**src/rtl/cpu_controller_if.sv**
```systemverilog
// Handshake and datapath-control bundle between the sequencer and its
// surroundings (host preload stream, instruction memory, datapath).
interface cpu_controller_if #(
    parameter int WIDTH    = 32,
    parameter int PC_WIDTH = 8
);
    logic                start;
    logic                init_valid;
    logic [WIDTH-1:0]    init_data;
    logic                init_ready;
    logic                imem_req;
    logic [PC_WIDTH-1:0] imem_addr;
    logic                imem_valid;
    logic [WIDTH-1:0]    imem_data;
    logic [WIDTH-1:0]    ir_input;
    logic [WIDTH-1:0]    data_input;
    logic                wEn;
    logic                registerFileSelect;
    logic [PC_WIDTH-1:0] pc;
    logic                busy;
    logic                halted;

    // Controller side
    modport master (
        input  start, init_valid, init_data, imem_valid, imem_data,
        output init_ready, imem_req, imem_addr, ir_input, data_input,
               wEn, registerFileSelect, pc, busy, halted
    );

    // Host / memory / datapath side
    modport slave (
        output start, init_valid, init_data, imem_valid, imem_data,
        input  init_ready, imem_req, imem_addr, ir_input, data_input,
               wEn, registerFileSelect, pc, busy, halted
    );
endinterface

```
**src/rtl/cpu_controller.sv**
```systemverilog
// Multi-cycle sequencer for the RISC datapath: register-file preload from a
// host stream, then fetch/decode/execute/writeback until a HALT opcode.
// Every output is a flop; each transition loads the values for the state
// being entered.
module cpu_controller #(
    parameter int WIDTH         = 32,
    parameter int PC_WIDTH      = 8,
    parameter int NUM_INIT_REGS = 32
) (
    input logic              clk,
    input logic              reset,
    cpu_controller_if.master bus
);

    typedef enum logic [3:0] {
        S_IDLE, S_INIT, S_INIT_SETUP, S_INIT_WRITE, S_FETCH,
        S_WAIT_MEM, S_DECODE, S_EXECUTE, S_WRITEBACK, S_HALT
    } state_t;

    localparam logic [5:0] LAST_IDX = 6'(NUM_INIT_REGS - 1);
    localparam logic [5:0] HALT_OP  = 6'h3F;

    state_t              state_q;
    logic [PC_WIDTH-1:0] pc_q;
    logic [5:0]          idx_q;
    logic [WIDTH-1:0]    ir_input_q;
    logic [WIDTH-1:0]    data_input_q;
    logic                wEn_q;
    logic                rfs_q;
    logic                imem_req_q;
    logic                init_ready_q;
    logic                busy_q;
    logic                halted_q;

    logic [WIDTH-1:0]    init_ir;
    logic [5:0]          fetched_op;

    // Preload IR word: only the rd field carries the target register index
    always_comb begin
        init_ir        = '0;
        init_ir[15:11] = idx_q[4:0];
    end

    assign fetched_op = bus.imem_data[WIDTH-1 -: 6];

    // Sequencer FSM with registered outputs; wEn is a one-cycle strobe
    always_ff @(posedge clk or negedge reset) begin
        if (!reset) begin
            state_q      <= S_IDLE;
            pc_q         <= '0;
            idx_q        <= '0;
            ir_input_q   <= '0;
            data_input_q <= '0;
            wEn_q        <= 1'b0;
            rfs_q        <= 1'b0;
            imem_req_q   <= 1'b0;
            init_ready_q <= 1'b0;
            busy_q       <= 1'b0;
            halted_q     <= 1'b0;
        end else begin
            wEn_q <= 1'b0;
            case (state_q)
                S_IDLE: begin
                    if (bus.start) begin
                        pc_q   <= '0;
                        idx_q  <= '0;
                        busy_q <= 1'b1;
                        if (NUM_INIT_REGS == 0) begin
                            state_q    <= S_FETCH;
                            imem_req_q <= 1'b1;
                        end else begin
                            state_q      <= S_INIT;
                            init_ready_q <= 1'b1;
                        end
                    end
                end
                S_INIT: begin
                    // init_ready is high throughout INIT, so valid alone completes the handshake
                    if (bus.init_valid) begin
                        data_input_q <= bus.init_data;
                        ir_input_q   <= init_ir;
                        init_ready_q <= 1'b0;
                        rfs_q        <= 1'b1;
                        state_q      <= S_INIT_SETUP;
                    end
                end
                S_INIT_SETUP: begin
                    wEn_q   <= 1'b1;
                    state_q <= S_INIT_WRITE;
                end
                S_INIT_WRITE: begin
                    idx_q <= idx_q + 6'd1;
                    rfs_q <= 1'b0;
                    if (idx_q == LAST_IDX) begin
                        state_q    <= S_FETCH;
                        imem_req_q <= 1'b1;
                    end else begin
                        state_q      <= S_INIT;
                        init_ready_q <= 1'b1;
                    end
                end
                S_FETCH: begin
                    state_q <= S_WAIT_MEM;
                end
                S_WAIT_MEM: begin
                    if (bus.imem_valid) begin
                        ir_input_q <= bus.imem_data;
                        imem_req_q <= 1'b0;
                        if (fetched_op == HALT_OP) begin
                            state_q  <= S_HALT;
                            busy_q   <= 1'b0;
                            halted_q <= 1'b1;
                        end else begin
                            state_q <= S_DECODE;
                        end
                    end
                end
                S_DECODE: begin
                    state_q <= S_EXECUTE;
                end
                S_EXECUTE: begin
                    wEn_q   <= 1'b1;
                    state_q <= S_WRITEBACK;
                end
                S_WRITEBACK: begin
                    // pc advances as the write completes, so the next fetch sees it
                    pc_q       <= pc_q + PC_WIDTH'(1);
                    imem_req_q <= 1'b1;
                    state_q    <= S_FETCH;
                end
                S_HALT: begin
                    state_q <= S_HALT;
                end
                default: begin
                    state_q <= S_IDLE;
                end
            endcase
        end
    end

    assign bus.pc                 = pc_q;
    assign bus.imem_addr          = pc_q;
    assign bus.imem_req           = imem_req_q;
    assign bus.init_ready         = init_ready_q;
    assign bus.ir_input           = ir_input_q;
    assign bus.data_input         = data_input_q;
    assign bus.wEn                = wEn_q;
    assign bus.registerFileSelect = rfs_q;
    assign bus.busy               = busy_q;
    assign bus.halted             = halted_q;

endmodule
```
**src/flat_wrapper.sv**
```systemverilog
// flat-port wrapper written by rule: the top's interface ports become plain ports
module cpu_controller_flat 
#(
    parameter int WIDTH         = 32,
    parameter int PC_WIDTH      = 8,
    parameter int NUM_INIT_REGS = 32
)
  (clk, reset, bus_start, bus_init_valid, bus_init_data, bus_imem_valid, bus_imem_data, bus_init_ready, bus_imem_req, bus_imem_addr, bus_ir_input, bus_data_input, bus_wEn, bus_registerFileSelect, bus_pc, bus_busy, bus_halted);
  cpu_controller_if #(.WIDTH(WIDTH), .PC_WIDTH(PC_WIDTH)) bus_i ();
  input logic clk;
  input logic reset;
  input wire logic [$bits(bus_i.start)-1:0] bus_start;
  input wire logic [$bits(bus_i.init_valid)-1:0] bus_init_valid;
  input wire logic [$bits(bus_i.init_data)-1:0] bus_init_data;
  input wire logic [$bits(bus_i.imem_valid)-1:0] bus_imem_valid;
  input wire logic [$bits(bus_i.imem_data)-1:0] bus_imem_data;
  output wire logic [$bits(bus_i.init_ready)-1:0] bus_init_ready;
  output wire logic [$bits(bus_i.imem_req)-1:0] bus_imem_req;
  output wire logic [$bits(bus_i.imem_addr)-1:0] bus_imem_addr;
  output wire logic [$bits(bus_i.ir_input)-1:0] bus_ir_input;
  output wire logic [$bits(bus_i.data_input)-1:0] bus_data_input;
  output wire logic [$bits(bus_i.wEn)-1:0] bus_wEn;
  output wire logic [$bits(bus_i.registerFileSelect)-1:0] bus_registerFileSelect;
  output wire logic [$bits(bus_i.pc)-1:0] bus_pc;
  output wire logic [$bits(bus_i.busy)-1:0] bus_busy;
  output wire logic [$bits(bus_i.halted)-1:0] bus_halted;
  assign bus_i.start = bus_start;
  assign bus_i.init_valid = bus_init_valid;
  assign bus_i.init_data = bus_init_data;
  assign bus_i.imem_valid = bus_imem_valid;
  assign bus_i.imem_data = bus_imem_data;
  assign bus_init_ready = bus_i.init_ready;
  assign bus_imem_req = bus_i.imem_req;
  assign bus_imem_addr = bus_i.imem_addr;
  assign bus_ir_input = bus_i.ir_input;
  assign bus_data_input = bus_i.data_input;
  assign bus_wEn = bus_i.wEn;
  assign bus_registerFileSelect = bus_i.registerFileSelect;
  assign bus_pc = bus_i.pc;
  assign bus_busy = bus_i.busy;
  assign bus_halted = bus_i.halted;
  cpu_controller #(.WIDTH(WIDTH), .PC_WIDTH(PC_WIDTH), .NUM_INIT_REGS(NUM_INIT_REGS)) u_core (.clk(clk), .reset(reset), .bus(bus_i));
endmodule
```
**config.mk**
```make
export PLATFORM = sky130hd
export DESIGN_NAME = cpu_controller_flat
export DESIGN_NICKNAME = d
export VERILOG_FILES = /design/src/rtl/cpu_controller_if.sv /design/src/rtl/cpu_controller.sv /design/src/flat_wrapper.sv
export SDC_FILE = /design/constraint.sdc
export NUM_CORES = 1
export LEC_CHECK = 0
export ABC_AREA = 1
export CAP_MARGIN = 20
export CORE_ASPECT_RATIO = 0.9
export CORE_MARGIN = 2
export CORE_UTILIZATION = 48
export CTS_CLUSTER_DIAMETER = 100
export DETAILED_ROUTE_END_ITERATION = 7
export GPL_ROUTABILITY_DRIVEN = 0
export PLACE_DENSITY_LB_ADDON = 0.05
export SLEW_MARGIN = 25
export SYNTH_ARGS = -nofsm -noshare
export SYNTH_HDL_FRONTEND = slang
export SYNTH_SLANG_ARGS = --single-unit
```
**constraint.sdc**
```tcl
create_clock -name clk -period 3.47 [get_ports clk]
set_clock_uncertainty 0.1 [all_clocks]
set_input_delay 0.694 -clock clk [delete_from_list [all_inputs] [get_ports clk]]
set_output_delay 0.694 -clock clk [all_outputs]
set_load 0.1 [all_outputs]
```
# Yosys cells after proc, flatten, opt, wreduce, memory -nomap -nowiden
# Index checks and enable logic that the tools add are counted.
# W data, S select, Z words.
# totals
word_cells	75
register_bits	88
in_bits	69
out_inout_bits	86
# classes
eq_ne	17
add_sub_neg	2
reduce_logical	19
n_mux	26
# ops
op	n
$mux W32	2
$pmux W32 S2	1
$pmux W4 S10	1
$eq A4 B3 Y1 const B	4
$mux W4	4
$pmux W8 S2	1
$pmux W6 S2	1
$reduce_and A3 Y1	4
$reduce_bool A2 Y1	5
$mux W1	9
$add A8 B1 Y8 const B	1
$eq A4 B2 Y1 const B	2
$eq A4 B4 Y1 const B	2
$mux W8	1
$ne A2 B2 Y1 const B	4
$reduce_and A2 Y1	4
$reduce_and A4 Y1	2
$add A6 B1 Y6 const B	1
$eq A6 B5 Y1 const B	1
$eq A6 B6 Y1 const B	1
$mux W6	1
$pmux W1 S3	2
$reduce_bool A3 Y1	2
$eq A4 B1 Y1 const B	1
other kinds (5)	7

# Logic depth before layout (Yosys ltp)
# logic_depth
ltp_word	4
mapped_depth	8
mapped_depth_nobuf	8

# Worst setup path after synthesis
# No wires, ideal clock.
# synth_timing
path_type	register -> output
startpoint	register u_core.pc_q[4] (netlist: u_core.bus.imem_addr[4])
endpoint	output bus_pc[4]
n_path_buf	1
arrival_time_ns	1.420
t_required_ns	2.676
slack_ns	1.256
stages_incl_launch_ff	2
cell_sequence	dfrtp_1 buf_4
# synth_rtl
item	line	text
start: declaration	cpu_controller.sv:24	logic [PC_WIDTH-1:0] pc_q;
start signal: assignment	cpu_controller.sv:127	pc_q <= pc_q + PC_WIDTH'(1);
end: declaration	flat_wrapper.sv:24	output wire logic [$bits(bus_i.pc)-1:0] bus_pc;
# No word-level cell between the ends.

# Worst setup path in the final report
# layout_timing
startpoint	register u_core.data_input_q[8] (netlist: u_core.bus.data_input[8])
endpoint	output bus_data_input[8]
# layout_rtl
item	line	text
start: declaration	cpu_controller.sv:27	logic [WIDTH-1:0] data_input_q;
start signal: assignment	cpu_controller.sv:80	data_input_q <= bus.init_data;
end: declaration	flat_wrapper.sv:21	output wire logic [$bits(bus_i.data_input)-1:0] bus_data_input;
# No word-level cell between the ends.

==> flow_metrics.tcl <==
set metrics [dict create \
    num_antenna_cells 0 \
    vias 3716 \
    synth_seq_cells 88 \
    multi_input_area_um2 1486 \
    chipWidth_um 102.5 \
    slew_viol_final 0 \
    critPathCapture "bus_data_input[8]" \
    cts_max_level 3 \
    clkPwrFrac_pct 14.5 \
    p_switching_uw 2916 \
    clk_pin_slew_ps 80 \
    r2r-start "u_core.state_q[3]$_DFFE_PN0P_" \
    final-hold-violation-count 0 \
    worstSetupStartpoint "u_core.bus.data_input[8]$_DFFE_PN0P_" \
    n_fill_cell 727 \
    worst_pin_slew_ps 962.0 \
    rr_endpoint "u_core.bus.data_input[21]$_DFFE_PN0P_" \
    cts_buffers 9 \
    tns_ps 0 \
    p_int_uw 2342 \
    worstSetupPathDepth 1 \
    portBuffers 154 \
    drtPass1Iterations 4 \
    p_per_area_nw_per_um2 915.0 \
    syn_to_final_growth_pct 37.10 \
    cp.buffers_inverters 1 \
    start_util_pct 49.15 \
    dp_cells 786 \
    grt_pass1_vias 3496 \
    rows 32 \
    drt-vias-per-instance 4.633 \
    synthFlopType "dfrtp_1" \
    yosysUniqueCellTypes 27 \
    crit_family "buffers and inverters" \
    slowest_delay_ps 1130 \
    yosysWarnings 0 \
    fin_total_pwr_uw 5258 \
    fmax_ghz 0.3832 \
    fin_nets 749 \
    setup_violations 0 \
    netlist.area_leader.share_pct 52.54 \
    ant_nets 0 \
    grt_pass1_wl_mm 16.28 \
    gr-total-overflow 0 \
    instances_no_fill 802 \
    synth_area_um2 4192 \
    placed_area_um2 5533 \
    grt_antenna_before_repair 0 \
    seq_area_um2 2202 \
    period_minus_slack_ps 2609 \
    hold_class "input pin to async pin" \
    synth_edf_count 0 \
    final_util_pct 67.39 \
    crit_type "flop to primary output" \
    wl_per_cell_um 12.35 \
    cts_resized 0 \
    crit_arrival_ps 1820 \
    cts-hold-fix-buffers 0 \
    design_area_um2 5747 \
    required_ps 2680 \
    ir_drop_uv 695.6 \
    drv_cap 0 \
    synth_area_leader_cell "dfrtp_1" \
    relSlewSlack_pct 35.66 \
    track_usage_pct 21.94 \
    p_seq_share_pct 27.9 \
    cp_max_fo 2 \
    clock-root-buffer "clkbuf_8" \
    cts_max_path_buffers 2 \
    grt_max_degree 89 \
    ff2ff_path_depth 5 \
    avgSynthCellArea_um2 7.879 \
    worstSetupStartpointType "flop" \
    power_leakage_uw 0.003248 \
    post-synth-top-count-cell "nand2_1" \
    synthArstFlopShare_pct 100.0 \
    dp_hpwl_mm 7.110 \
    crit_chain "clkdlybuf4s50_1" \
    combPwrFrac_pct 57.6 \
    die_area_um2 9497 \
    synth_fp_nets 603 \
    synth-seq-area-share_pct 52.54 \
    cts_sinks 88 \
    first_iter_violations 146 \
    syn_inst 532 \
    endpoint_kind "primary output" \
    yosys-top-cells-area "dfrtp_1 53%, nand2_1 18%, inv_1 7.5%" \
    rsz0062_at_grt "no" \
    die_height_um 92.65 \
    clk_latency_ps 340 \
    period_share_pct 75.20 \
    cts_setup_buffers 0 \
    drc_errors 0 \
    regToRegSetupSlack_ps 1440 \
    crit_path_top_delay_cell "clkdlybuf4s50_1" \
    status "finished clean" \
    cts_tree "yes" \
    routed_wl_mm 9.902 \
    ios 155 \
    coreArea_um2 8528 \
    synth_common_cells "196 x nand2_1, 88 x dfrtp_1, 84 x inv_1" \
    swShare_pct 55.46 \
    drive_above_1_share_pct 16.98 \
]
-- registers in the layout, summed over array words and instances, names as in the netlist --
| name | count |
|---|---|
| u_core.bus.data_input | 32 |
| u_core.bus.ir_input | 32 |
| u_core.bus.imem_addr | 8 |
| u_core.idx_q | 6 |
| u_core.state_q | 4 |
| u_core.bus.busy | 1 |
| u_core.bus.halted | 1 |
| u_core.bus.imem_req | 1 |
| u_core.bus.init_ready | 1 |
| u_core.bus.registerFileSelect | 1 |
| u_core.bus.wEn | 1 |
-- through the flow --
stage | hold WS, ps | setup WS (ps)
after global routing | 294.8 | 782.5
final | 276.0 | 860.7
after global placement | 355.2 | 1040
after floorplan | 298.4 | 1256
after detailed placement | 359.4 | 974.8
after CTS | 295.1 | 838.8
-- routing by layer --
layer,routed length [um],global-route usage (%),vias up
li1,-,-,1901
met1,4686,31.28,1672
met4,119,5.667,0
met3,648,5.132,8
met5,0,0,-
met2,4447,33.82,135
-- cell type report --
class                           count  share of cell area, %
Clock buffer                       13                  2.591
Sequential cell                    88                  38.32
Clock inverter                      3                  1.132
Multi-Input combinational cell    335                  25.87
Tap cell                          119                  2.591
Timing Repair Buffer              159                  23.95
Inverter                           85                  5.552
-- power groups by stage --
| stage | Combinational, uW | Sequential, uW | Clock, uW |
|---|---|---|---|
| after floorplan | 779 | 3130 | 0 |
| after global placement | 3020 | 1480 | 0 |
| after detailed placement | 3050 | 1490 | 0 |
| after CTS | 3050 | 1470 | 790 |
| after global routing | 3190 | 1500 | 833 |
| final | 3030 | 1470 | 764 |
-- worst min path at each step --
| stage | endpoint | cells past startpoint | start |
|---|---|---|---|
| 3_5_place_dp | u_core.bus.ir_input[30]$_DFFE_PN0P_ | 2 | u_core.bus.ir_input[30]$_DFFE_PN0P_ |
| 2_1_floorplan | u_core.bus.busy$_DFFE_PN0P_ | 0 | reset |
| 4_1_cts | u_core.bus.data_input[10]$_DFFE_PN0P_ | 2 | reset |
| 6_report | u_core.bus.data_input[10]$_DFFE_PN0P_ | 2 | reset |
| 3_3_place_gp | u_core.bus.ir_input[10]$_DFFE_PN0P_ | 2 | u_core.bus.ir_input[10]$_DFFE_PN0P_ |
| 5_1_grt | u_core.bus.data_input[10]$_DFFE_PN0P_ | 2 | reset |
-- placed cells by master (no fill, tap or decap), types with 14 or more instances in the layout --
master / n
dfrtp_1: 88
inv_1: 84
o21ai_1: 28
o21ai_0: 14
nor2_1: 43
nand2_1: 196
nand3_1: 19
buf_4: 90
clkdlybuf4s50_1: 68
-- cell families after synthesis --
| logic type | count (synthesis) | synth area share, % |
|---|---|---|
| and+or+nand+nor | 273 | 27.13 |
| buffers and inverters | 109 | 12.12 |
| DFF | 88 | 52.54 |
| AOI/OAI and AO/OA | 58 | 7.194 |
| xor gates and xnor gates | 2 | 0.4180 |
| adders and majority gates | 2 | 0.5969 |
No activity file was read; power rests on OpenSTA's default activity.
